$ cat config.mk
export PLATFORM = sky130hd
export DESIGN_NAME = out_display
export DESIGN_NICKNAME = d
export VERILOG_FILES = /design/src/rtl/out_display.sv
export SDC_FILE = /design/constraint.sdc
export NUM_CORES = 1
export LEC_CHECK = 0
export ABC_AREA = 1
export CORE_ASPECT_RATIO = 0.7
export CORE_MARGIN = 4
export CORE_UTILIZATION = 35
export CTS_CLUSTER_DIAMETER = 40
export DETAILED_ROUTE_END_ITERATION = 10
export GPL_ROUTABILITY_DRIVEN = 0
export PLACE_DENSITY_LB_ADDON = 0.05
export SYNTH_ARGS = -nofsm -noshare
export SYNTH_HDL_FRONTEND = slang
export SYNTH_SLANG_ARGS = --single-unit
$ cat constraint.sdc
create_clock -name clock -period 4.6 [get_ports clock]
set_input_delay 1.38 -clock clock [delete_from_list [all_inputs] [get_ports clock]]
set_output_delay 1.38 -clock clock [all_outputs]
set_load 0.02 [all_outputs]
$ cat src/rtl/out_display.sv
// OUT-command display port: two 16-bit hex display registers scanned onto an
// 8-digit multiplexed 7-segment display, an LED register and a command counter.
module out_display #(
    parameter int unsigned SCAN_DIV = 1024
) (
    input  logic        clock,
    input  logic        reset,
    input  logic        out_valid,
    input  logic [2:0]  outsel,
    input  logic [15:0] outval1,
    input  logic [15:0] outval2,
    output logic [7:0]  seg,
    output logic [7:0]  dig,
    output logic [15:0] led,
    output logic [7:0]  out_count
);

    typedef enum logic [2:0] {
        CMD_LO   = 3'd0,
        CMD_HI   = 3'd1,
        CMD_BOTH = 3'd2,
        CMD_LED  = 3'd3,
        CMD_CLR  = 3'd4
    } cmd_e;

    localparam logic [15:0] PRESC_MAX = 16'(SCAN_DIV - 1);

    logic [15:0] r_disp_lo;
    logic [15:0] r_disp_hi;
    logic [15:0] r_led;
    logic [7:0]  r_count;
    logic [15:0] r_presc;
    logic [2:0]  r_dig_idx;
    logic [7:0]  r_seg;
    logic [7:0]  r_dig;

    cmd_e        w_cmd;
    logic        w_counted;
    logic [31:0] w_digits;
    logic [3:0]  w_nibble;
    logic [7:0]  w_seg_next;
    logic [7:0]  w_dig_next;

    assign w_cmd     = cmd_e'(outsel);
    // Gate on out_valid first so an undriven selector never reaches the counter.
    assign w_counted = out_valid && (outsel <= 3'd4);
    assign w_digits  = {r_disp_hi, r_disp_lo};
    assign w_nibble  = w_digits[{r_dig_idx, 2'b00} +: 4];

    always_comb begin
        w_dig_next = '1;
        w_dig_next[r_dig_idx] = 1'b0;
    end

    always_comb begin
        w_seg_next = 8'hFF;
        case (w_nibble)
            4'h0: w_seg_next = 8'hC0;
            4'h1: w_seg_next = 8'hF9;
            4'h2: w_seg_next = 8'hA4;
            4'h3: w_seg_next = 8'hB0;
            4'h4: w_seg_next = 8'h99;
            4'h5: w_seg_next = 8'h92;
            4'h6: w_seg_next = 8'h82;
            4'h7: w_seg_next = 8'hF8;
            4'h8: w_seg_next = 8'h80;
            4'h9: w_seg_next = 8'h90;
            4'hA: w_seg_next = 8'h88;
            4'hB: w_seg_next = 8'h83;
            4'hC: w_seg_next = 8'hC6;
            4'hD: w_seg_next = 8'hA1;
            4'hE: w_seg_next = 8'h86;
            4'hF: w_seg_next = 8'h8E;
            default: w_seg_next = 8'hFF;
        endcase
    end

    always_ff @(posedge clock or posedge reset) begin
        if (reset) begin
            r_disp_lo <= '0;
            r_disp_hi <= '0;
            r_led     <= '0;
            r_count   <= '0;
        end else begin
            if (out_valid) begin
                case (w_cmd)
                    CMD_LO:   r_disp_lo <= outval1;
                    CMD_HI:   r_disp_hi <= outval1;
                    CMD_BOTH: begin
                        r_disp_lo <= outval1;
                        r_disp_hi <= outval2;
                    end
                    CMD_LED:  r_led <= outval1;
                    CMD_CLR:  begin
                        r_disp_lo <= '0;
                        r_disp_hi <= '0;
                        r_led     <= '0;
                    end
                    default: ;
                endcase
            end
            if (w_counted) r_count <= r_count + 8'd1;
        end
    end

    // Segment/digit outputs are registered from the current scan state,
    // so they lag the digit index and display registers by one cycle.
    always_ff @(posedge clock or posedge reset) begin
        if (reset) begin
            r_presc   <= '0;
            r_dig_idx <= '0;
            r_seg     <= '1;
            r_dig     <= '1;
        end else begin
            if (r_presc == PRESC_MAX) begin
                r_presc   <= '0;
                r_dig_idx <= r_dig_idx + 3'd1;
            end else begin
                r_presc <= r_presc + 16'd1;
            end
            r_seg <= w_seg_next;
            r_dig <= w_dig_next;
        end
    end

    assign seg       = r_seg;
    assign dig       = r_dig;
    assign led       = r_led;
    assign out_count = r_count;

endmodule

* Word-level counts from Yosys, hierarchy flattened *
Memories as Yosys holds them, arrays and structs flattened. A register that Yosys moved wholly into a read port is not among the register bits.
Index checks and enable logic that the tools add are counted.

storage, ports and cells
  bits in registers = 91
  bits in read-only memories = 112
  bits of input ports = 38
  output and inout bits = 40
  word-level logic and storage cells = 38
  memories kept = 1

cells by class
  $add $sub $neg = 3
  $lt $le $gt $ge = 3
  equal/unequal tests = 5
  shifts and indexed selects = 1
  multiplexer cells = 6
  bitwise gates (word level) = 1
  reduce and logical (&&, ||, !) cells = 10

memories
  memory            depth  width  read ports  clocked after Yosys merged registers in  wr ports  line  RTL
  (name not given)  16     7      1           1                                        0         57    case (w_nibble)

operators with widths
  kind                     number
  $pmux W16 S2             2
  $pmux W16 S3             1
  $shiftx A32 B6 Y4        1
  $add A16 B1 Y16 const B  1
  $eq A16 B10 Y1 const B   1
  $mux W16                 1
  $add A8 B1 Y8 const B    1
  $not A8 Y8               1
  $eq A3 B2 Y1 const B     2
  $reduce_and A2 Y1        3
  $lt A3 B4 Y1 const B     1
  $reduce_bool A2 Y1       2
  $add A3 B1 Y3 const B    1
  $demux W1 S3             1
  $eq A3 B1 Y1 const B     1
  $eq A3 B3 Y1 const B     1
  $ge A3 B1 Y1 const B     1
  $le A3 B3 Y1 const B     1
  $logic_not A3 Y1         1
  $reduce_bool A3 Y1       1
  $logic_and A1 B1 Y1      2
  $reduce_or A2 Y1         1
  $mux W1                  1

* Logic depth before layout (Yosys ltp) *
Gate-level depths: netlist of run 1.

  word-level depth = 5
  gate-level depth with buffers = 13

* Worst setup path after synthesis of run 1 *
Ideal clock, no wire load.

  path type = input to register
  start point = in outsel[1]
  end point = reg r_disp_hi[0]
  library setup time = 0.120 ns
  data arrival time = 2.302 ns
  data required time = 4.480 ns
  setup slack = 2.177 ns
  cell stages on the path = 8
  buffers on the path = 2
  path through = buf_6 > nand2_1 > nand2_1 > o21ai_2 > nand2_4 > buf_4 > nor2_1 > a21oi_1

on the way
  longest elaborated chain between the ends = 3

ends and longest elaborated chain
  element                               line  RTL
  from (decl)                           9     input logic [2:0] outsel,
  $eq A3 B3 Y1 (tied with other cells)  86    case (w_cmd)
  $reduce_bool A3 Y1 (no source line)   -
  $reduce_and A2 Y1 (no source line)    -
  to (signal assigned)                  88    CMD_HI: r_disp_hi <= outval1;
  to (signal assigned)                  91    r_disp_hi <= outval2;
  to (decl)                             29    logic [15:0] r_disp_hi;

Parallel ways exist; a longest one is shown, timed or not.
A chain may end at the register's enable or synchronous reset.

* Final worst setup path of run 1 *
  start point = in outsel[1]
  end point = reg r_disp_hi[13]

Same word-level chain as after synthesis.

==> flow_metrics.tcl, run 1 <==
set metrics [dict create \
    grt_pass1_wl_um 19470 \
    viasPerCell 4.584 \
    fmax_ghz 0.3083 \
    fin_worst_skew_ps 6.646 \
    fin_area_um2 5714 \
    post_cts_resized 0 \
    synthesis.instances 585 \
    clk_latency_ps 340 \
    combPwrFrac_pct 26.0 \
    finalCritPeriodShare_pct 70.52 \
    via_count 3773 \
    hold_path_class "reg -> reg" \
    die_w_um 144.5 \
    portBuffers 76 \
    route.detailed.drc 0 \
    antenna_found_initial 0 \
    start_util_pct 36.24 \
    clockPowerShare_pct 30.0 \
    drive_gt1_share_pct 8.169 \
    power_leakage_nw 2.808 \
    cts_sinks 90 \
    fin_ws_ps 1356 \
    drt_iter0_drc 170 \
    crit_arrival_ps 3510 \
    synth_edf_count 0 \
    slew_violations 0 \
    timing.rr.start "r_dig_idx[0]" \
    fin_nets 703 \
    power.switching_w 0.0007098 \
    drt_pass1_iterations 4 \
    grt_overflow 0 \
    rsz0062_at_grt "false" \
    intPower_w 0.001555 \
    hold_viol_final 0 \
    synth-async-reset-ratio_pct 100.0 \
    synth_area_um2 4563 \
    dpl_cell_area_um2 5448 \
    tns_ps 0 \
    status "completed" \
    wire_per_inst_um 14.25 \
    cts-hold-fix-buffers 0 \
    place_inst 807 \
    synth_seq_area_share_pct 49.77 \
    antenna_left 0 \
    swShare_pct 31.33 \
    synth_warnings 0 \
    p_per_area_nw_per_um2 396.4 \
    reg2regPathDepth 12 \
    min_period_ps 3244 \
    maxCapViolCount 0 \
    path_max_fanout 19 \
    power_w 0.002265 \
    grt_pass1_vias 3740 \
    yosys.area.top_type "dfrtp_1" \
    worstMarginPinSlew_ps 845.5 \
    cts_buffers 9 \
    worstSetupPathType "in -> reg" \
    std_cell_rows 34 \
    grtUsageTotal_pct 16.34 \
    ys_top_cells_by_area "dfrtp_1 (41%), nand2_1 (15%), dfstp_2 (8.6%), inv_1 (6.2%), nand3_1 (4.8%)" \
    pre_cts_slack_ps 1101 \
    syn_area_per_cell_um2 7.800 \
    die_h_um 103.5 \
    p_seq_share_pct 44.0 \
    final_cell_mix "nand2_1 (177), clkdlybuf4s50_1 (76), dfrtp_1 (75)" \
    syn_nets 632 \
    holdPathStages 1 \
    cts_tree "yes" \
    synth_top_cell_area_share_pct 41.13 \
    synth_cell_type_count 30 \
    dp_hpwl_um 8620 \
    setup_viol 0 \
    final_cells 823 \
    clockBufferDepth 2 \
    htreeDepth 3 \
    pin_count 78 \
    slew-limit-headroom_pct 43.63 \
    clk_root_buffer_cell "clkbuf_16" \
    core_area_um2 12590 \
    critPathLaunch "outsel[1]" \
    startpoint_type "input pin" \
    clk_pin_slew_ps 60 \
    final_common_cell "nand2_1" \
    area_delta_synth_final_pct 25.23 \
    finalWirelength_um 11720 \
    grt_start_max_net_pins 59 \
    holdCritStartpoint "r_presc[0]" \
    synthFlopType "dfrtp_1" \
    peakVddDrop_mv 0.1996 \
    synth.ff_latch_count 90 \
    n_antenna_cell 0 \
    end_kind "register" \
    die_area_um2 14960 \
    post_cts_buffers 0 \
    critPathRequiredTime_ps 4870 \
]
==> kinds of logic (layout without fill, tap and decap cells) <==
group / Yosys count / count (layout) / share of synthesized area (%)
other: 1 / 1 / 0.08218
AO/OA/AOI/OAI: 61 / 61 / 6.937
AND/OR/NAND/NOR: 303 / 303 / 27.94
adder cells (fa/ha/maj): 9 / 9 / 2.468
buffers and inverters: 103 / 179 / 9.350
flip-flops: 90 / 90 / 49.77
XOR/XNOR: 18 / 18 / 3.455
==> synth_stat cells, drive strengths merged (9+ instances only) <==
| master | instances |
|---|---|
| nand2 | 184 |
| inv | 84 |
| dfrtp | 75 |
| nor2 | 62 |
| nand3 | 44 |
| o21ai | 40 |
| a21oi | 20 |
| buf | 15 |
| dfstp | 15 |
| xor2 | 15 |
| ha | 9 |
| nor3 | 9 |
==> metal layers <==
layer / GRT usage [%] / part of all wire, % / vias up
li1: - / - / 1945
met1: 25.56 / 54 / 1739
met2: 22.60 / 41 / 79
met3: 3.777 / 4.8 / 10
met4: 3.995 / 1.1 / 0
met5: 0 / 0 / -
==> sequential cells by signal, summed over array words and instances, names as in the netlist <==
| register | flops |
|---|---|
| r_disp_lo | 16 |
| seg | 7 |
| r_disp_hi | 16 |
| r_dig_idx | 3 |
| r_presc | 16 |
| led | 16 |
| dig | 8 |
| out_count | 8 |
==> metrics by stage <==
stage | hold WS (ps) | utilization [%]
3_5_place_dp | 457.4 | 43.26
3_3_place_gp | 454.0 | 43.26
4_1_cts | 465.7 | 45.38
5_1_grt | 487.0 | 45.38
6_report | 458.1 | 45.38
2_1_floorplan | 432.9 | -
==> power groups by stage <==
stage / Clock, W / Combinational [W] / Sequential (W)
global placement: 0 / 0.000592 / 0.00101
global route: 0.000730 / 0.000659 / 0.00101
finish: 0.000679 / 0.000590 / 0.000997
detailed placement: 0 / 0.000593 / 0.00101
floorplan: 0 / 0.000256 / 0.00109
CTS: 0.000704 / 0.000597 / 0.000998
==> path summary, 6_finish.rpt <==
| path | to | slack, ps |
|---|---|---|
| max in group asynchronous | seg[4] | 2450 |
| min in group asynchronous | r_presc[14] | 1400 |
| min reg2reg | r_presc[0] | 460 |
| max | r_disp_hi[13] | 1360 |
| max reg2reg | seg[6] | 1820 |
| min | r_presc[0] | 460 |
==> critical path: stages <==
cell and delay (ps):
clkdlybuf4s50_1 930, nor2_4 110, nand2_2 120, nand2_1 270, o21ai_0 440, nor2_1 120
a21oi_1 120
==> cell type report <==
class | count | area [um2]
clock inverters | 3 | 16.27
clock buffers | 13 | 250.2
inverters | 85 | 320.3
fillers | 1275 | 6878
repair buffers | 78 | 788.3
multi-input cells | 392 | 1866
well taps | 162 | 202.7
flip-flops and latches | 90 | 2271
Note: power is estimated with default switching activity, not from simulation.
==> inputs of run 2 (changes only) <==
Clock period 4.6 ns to 2.6 ns, I/O delays scaled along.
==> flow_metrics.tcl, run 2 (same netlist as run 1, synthesis figures left out) <==
set metrics [dict create \
    path_max_fanout 1 \
    status "completed" \
    fin_nets 711 \
    cts_buffers 9 \
    clk_root_buffer_cell "clkbuf_16" \
    hold_path_class "reg -> reg" \
    crit_arrival_ps 1450 \
    cts_sinks 90 \
    hold_ws_ps 464.3 \
    cp_top_family "buffers and inverters" \
    post_cts_buffers 0 \
    start_util_pct 36.24 \
    path_cells "clkdlybuf4s50_1" \
    die_h_um 103.5 \
    end_kind "output port" \
    wire_per_inst_um 14.09 \
    clk_pin_slew_ps 60 \
    fmax_ghz 0.4475 \
    critPathSlowestCell "clkdlybuf4s50_1" \
    peakVddDrop_mv 0.3906 \
    fin_worst_skew_ps 6.089 \
    drt_iter0_drc 205 \
    rsz0062_at_grt "false" \
    postLayoutCoreUtil_pct 46.52 \
    portBuffers 76 \
    crit_buf_inv 1 \
    via_count 3789 \
    slew_violations 0 \
    htreeDepth 3 \
    tns_ps 0 \
    n_antenna_cell 0 \
    finalCritPeriodShare_pct 85.94 \
    grtUsageTotal_pct 16.30 \
    min_period_ps 2234 \
    pin_count 78 \
    setup_viol 0 \
    critPathMaxStageDelay_ps 600 \
    pre_cts_slack_ps 151.2 \
    cts_tree "yes" \
    core_area_um2 12590 \
    maxCapViolCount 0 \
    worstMarginPinSlew_ps 517.2 \
    critPathRequiredTime_ps 1820 \
    final_common_cell "nand2_1" \
    slew-limit-headroom_pct 65.43 \
    viasPerCell 4.560 \
    grt_pass1_wl_um 19390 \
    std_cell_rows 34 \
    dp_hpwl_um 8618 \
    final_cell_mix "nand2_1 (177), clkdlybuf4s50_1 (76), dfrtp_1 (75)" \
    area_delta_synth_final_pct 28.38 \
    die_area_um2 14960 \
    post_cts_resized 0 \
    antenna_found_initial 0 \
    startpoint_type "register" \
    clockBufferDepth 2 \
    grt_overflow 0 \
    die_w_um 144.5 \
    hold_viol_final 0 \
    finalWirelength_um 11710 \
    route.detailed.drc 0 \
    clk_latency_ps 340 \
    cts-hold-fix-buffers 0 \
    drt_pass1_iterations 4 \
    worstSetupPathType "reg -> out" \
    drive_gt1_share_pct 9.567 \
    grt_start_max_net_pins 57 \
    p_per_area_nw_per_um2 730.7 \
    fin_ws_ps 365.5 \
    power_leakage_nw 2.879 \
    grt_pass1_vias 3750 \
    antenna_left 0 \
]
-- run 2: cell types whose count changed in the layout (fill, tap and decap cells not counted), sizes merged --
cell	delta
clkinv	-2
clkbuf	-2
buf	+8
bufinv	+3
clkinvlp	+1
-- run 2: metal layers --
| metal | GRT usage [%] | up-vias | share of wire, % |
|---|---|---|---|
| met3 | 4.192 | 6 | 5.8 |
| met4 | 3.795 | 0 | 0.76 |
| met5 | 0 | - | 0 |
| met1 | 25.39 | 1748 | 53 |
| met2 | 22.47 | 85 | 41 |
| li1 | - | 1950 | - |
-- run 2: path summary, 6_finish.rpt --
path / to / from / slack (ps) / cells after the start
setup / recovery: seg[0] / seg[0] / 370 / 1
hold / removal: r_presc[0] / r_presc[0] / 460 / 1
setup reg to reg: seg[3] / r_dig_idx[0] / 510 / 11
hold reg to reg: r_presc[0] / r_presc[0] / 460 / 1
max in group asynchronous: led[1] / reset / 1320 / 3
min in group asynchronous: r_presc[15] / reset / 870 / 3
-- run 2: through the flow --
step	std cells	instance area [um2]	power, W
detailed placement	815	5523	0.002839
global route	831	5858	0.004525
finish	831	5858	0.004281
floorplan	585	4567	0.002378
global placement	815	5523	0.002834
CTS	831	5858	0.004338
-- run 2: report_power, final --
| part | total (W) | internal, W | switching (W) |
|---|---|---|---|
| registers | 0.00176 | 0.00164 | 0.000122 |
| logic | 0.00105 | 0.000454 | 0.000597 |
| clock network | 0.00147 | 0.000938 | 0.000532 |
-- run 2: final cells by class --
class                           instances  area [um2]
Fill cell                            1287        6734
Sequential cell                        90        2271
Multi-Input combinational cell        392        1866
Timing Repair Buffer                   86       860.8
Inverter                               85       322.8
Clock buffer                           11       232.7
Tap cell                              162       202.7
Clock inverter                          5       102.6
==> inputs of run 3 (changes only) <==
Clock period 2.6 ns to 2.78 ns, I/O delays scaled along.
==> flow_metrics.tcl, run 3 (same netlist as run 1, synthesis figures left out) <==
set metrics [dict create \
    status "completed" \
    tns_ps 0 \
    clk_root_buffer_cell "clkbuf_16" \
    clockBufferDepth 2 \
    grtUsageTotal_pct 16.36 \
    n_antenna_cell 0 \
    intPower_w 0.002722 \
    maxCapViolCount 0 \
    hold_ws_ps 469.6 \
    slew_violations 0 \
    htreeDepth 3 \
    hold_viol_final 0 \
    path_max_fanout 1 \
    core_area_um2 12590 \
    grt_overflow 0 \
    clk_latency_ps 340 \
    final_common_cell "nand2_1" \
    final_cell_mix "nand2_1 (177), clkdlybuf4s50_1 (76), dfrtp_1 (75)" \
    dp_hpwl_um 8400 \
    crit_arrival_ps 1470 \
    swShare_pct 30.22 \
    pin_count 78 \
    hold_path_class "reg -> reg" \
    clockPowerShare_pct 32.7 \
    grt_pass1_wl_um 19490 \
    cts_sinks 90 \
    finalCritPeriodShare_pct 82.74 \
    min_period_ps 2300 \
    cp_top_family "buffers and inverters" \
    drive_gt1_share_pct 9.295 \
    cts-hold-fix-buffers 0 \
    setup_viol 0 \
    via_count 3760 \
    slew-limit-headroom_pct 66.76 \
    startpoint_type "register" \
    path_cells "clkdlybuf4s50_1" \
    end_kind "output port" \
    combPwrFrac_pct 25.0 \
    worstMarginPinSlew_ps 496.8 \
    wire_per_inst_um 13.80 \
    start_util_pct 36.24 \
    critPathRequiredTime_ps 1950 \
    die_h_um 103.5 \
    power_leakage_nw 2.865 \
    p_per_area_nw_per_um2 670.9 \
    grt_start_max_net_pins 91 \
    p_seq_share_pct 42.2 \
    viasPerCell 4.536 \
    std_cell_rows 34 \
    area_delta_synth_final_pct 27.42 \
    fin_worst_skew_ps 7.621 \
    post_cts_buffers 0 \
    critPathMaxStageDelay_ps 610 \
    peakVddDrop_mv 0.3254 \
    crit_buf_inv 1 \
    power.switching_w 0.001179 \
    portBuffers 76 \
    finalWirelength_um 11440 \
    antenna_left 0 \
    worstSetupPathType "reg -> out" \
    drt_pass1_iterations 4 \
    fmax_ghz 0.4347 \
    grt_pass1_vias 3751 \
    critPathSlowestCell "clkdlybuf4s50_1" \
    cts_buffers 9 \
    die_area_um2 14960 \
    fin_nets 709 \
    cts_tree "yes" \
    fin_ws_ps 479.8 \
    die_w_um 144.5 \
    route.detailed.drc 0 \
    post_cts_resized 0 \
    antenna_found_initial 0 \
    rsz0062_at_grt "false" \
    pre_cts_slack_ps 301.8 \
    clk_pin_slew_ps 60 \
    drt_iter0_drc 226 \
]
## run 3: worst paths after layout
| path | startpoint | to | slack, ps | cells past startpoint |
|---|---|---|---|---|
| setup / recovery | seg[6] | seg[6] | 480 | 1 |
| hold / removal | r_presc[0] | r_presc[0] | 470 | 1 |
| setup reg to reg | r_dig_idx[0] | seg[0] | 660 | 11 |
| hold reg to reg | r_presc[0] | r_presc[0] | 470 | 1 |
| max in group asynchronous | reset | seg[6] | 1420 | 3 |
| min in group asynchronous | reset | out_count[6] | 980 | 3 |
## run 3: cell type report
| type | count | area (um2) |
|---|---|---|
| Sequential cell | 90 | 2271 |
| Multi-Input combinational cell | 392 | 1866 |
| Clock buffer | 14 | 307.8 |
| Fill cell | 1286 | 6778 |
| Clock inverter | 2 | 11.26 |
| Timing Repair Buffer | 84 | 833.3 |
| Inverter | 85 | 322.8 |
| Tap cell | 162 | 202.7 |
## run 3: metrics by stage
| step | std cells | util (%) | total power, W | cell area [um2] |
|---|---|---|---|---|
| CTS | 829 | 46.17 | 0.003953 | 5814 |
| floorplan | 585 | - | 0.002224 | 4567 |
| global placement | 813 | 43.64 | 0.002642 | 5495 |
| detailed placement | 813 | 43.64 | 0.002652 | 5495 |
| finish | 829 | 46.17 | 0.003901 | 5814 |
| global route | 829 | 46.17 | 0.004136 | 5814 |
## run 3: layer usage
metal	wire [um]	track usage, %
met1	6080	25.75
met2	4589	21.81
met3	653	4.514
met4	119	4.194
met5	0	0
## run 3: power groups by stage
stage / logic [W] / clock network (W) / registers, W
2_1_floorplan: 0.000424 / 0 / 0.00180
3_3_place_gp: 0.000978 / 0 / 0.00166
3_5_place_dp: 0.000983 / 0 / 0.00167
4_1_cts: 0.000988 / 0.00131 / 0.00165
5_1_grt: 0.00109 / 0.00137 / 0.00167
6_report: 0.000975 / 0.00128 / 0.00165
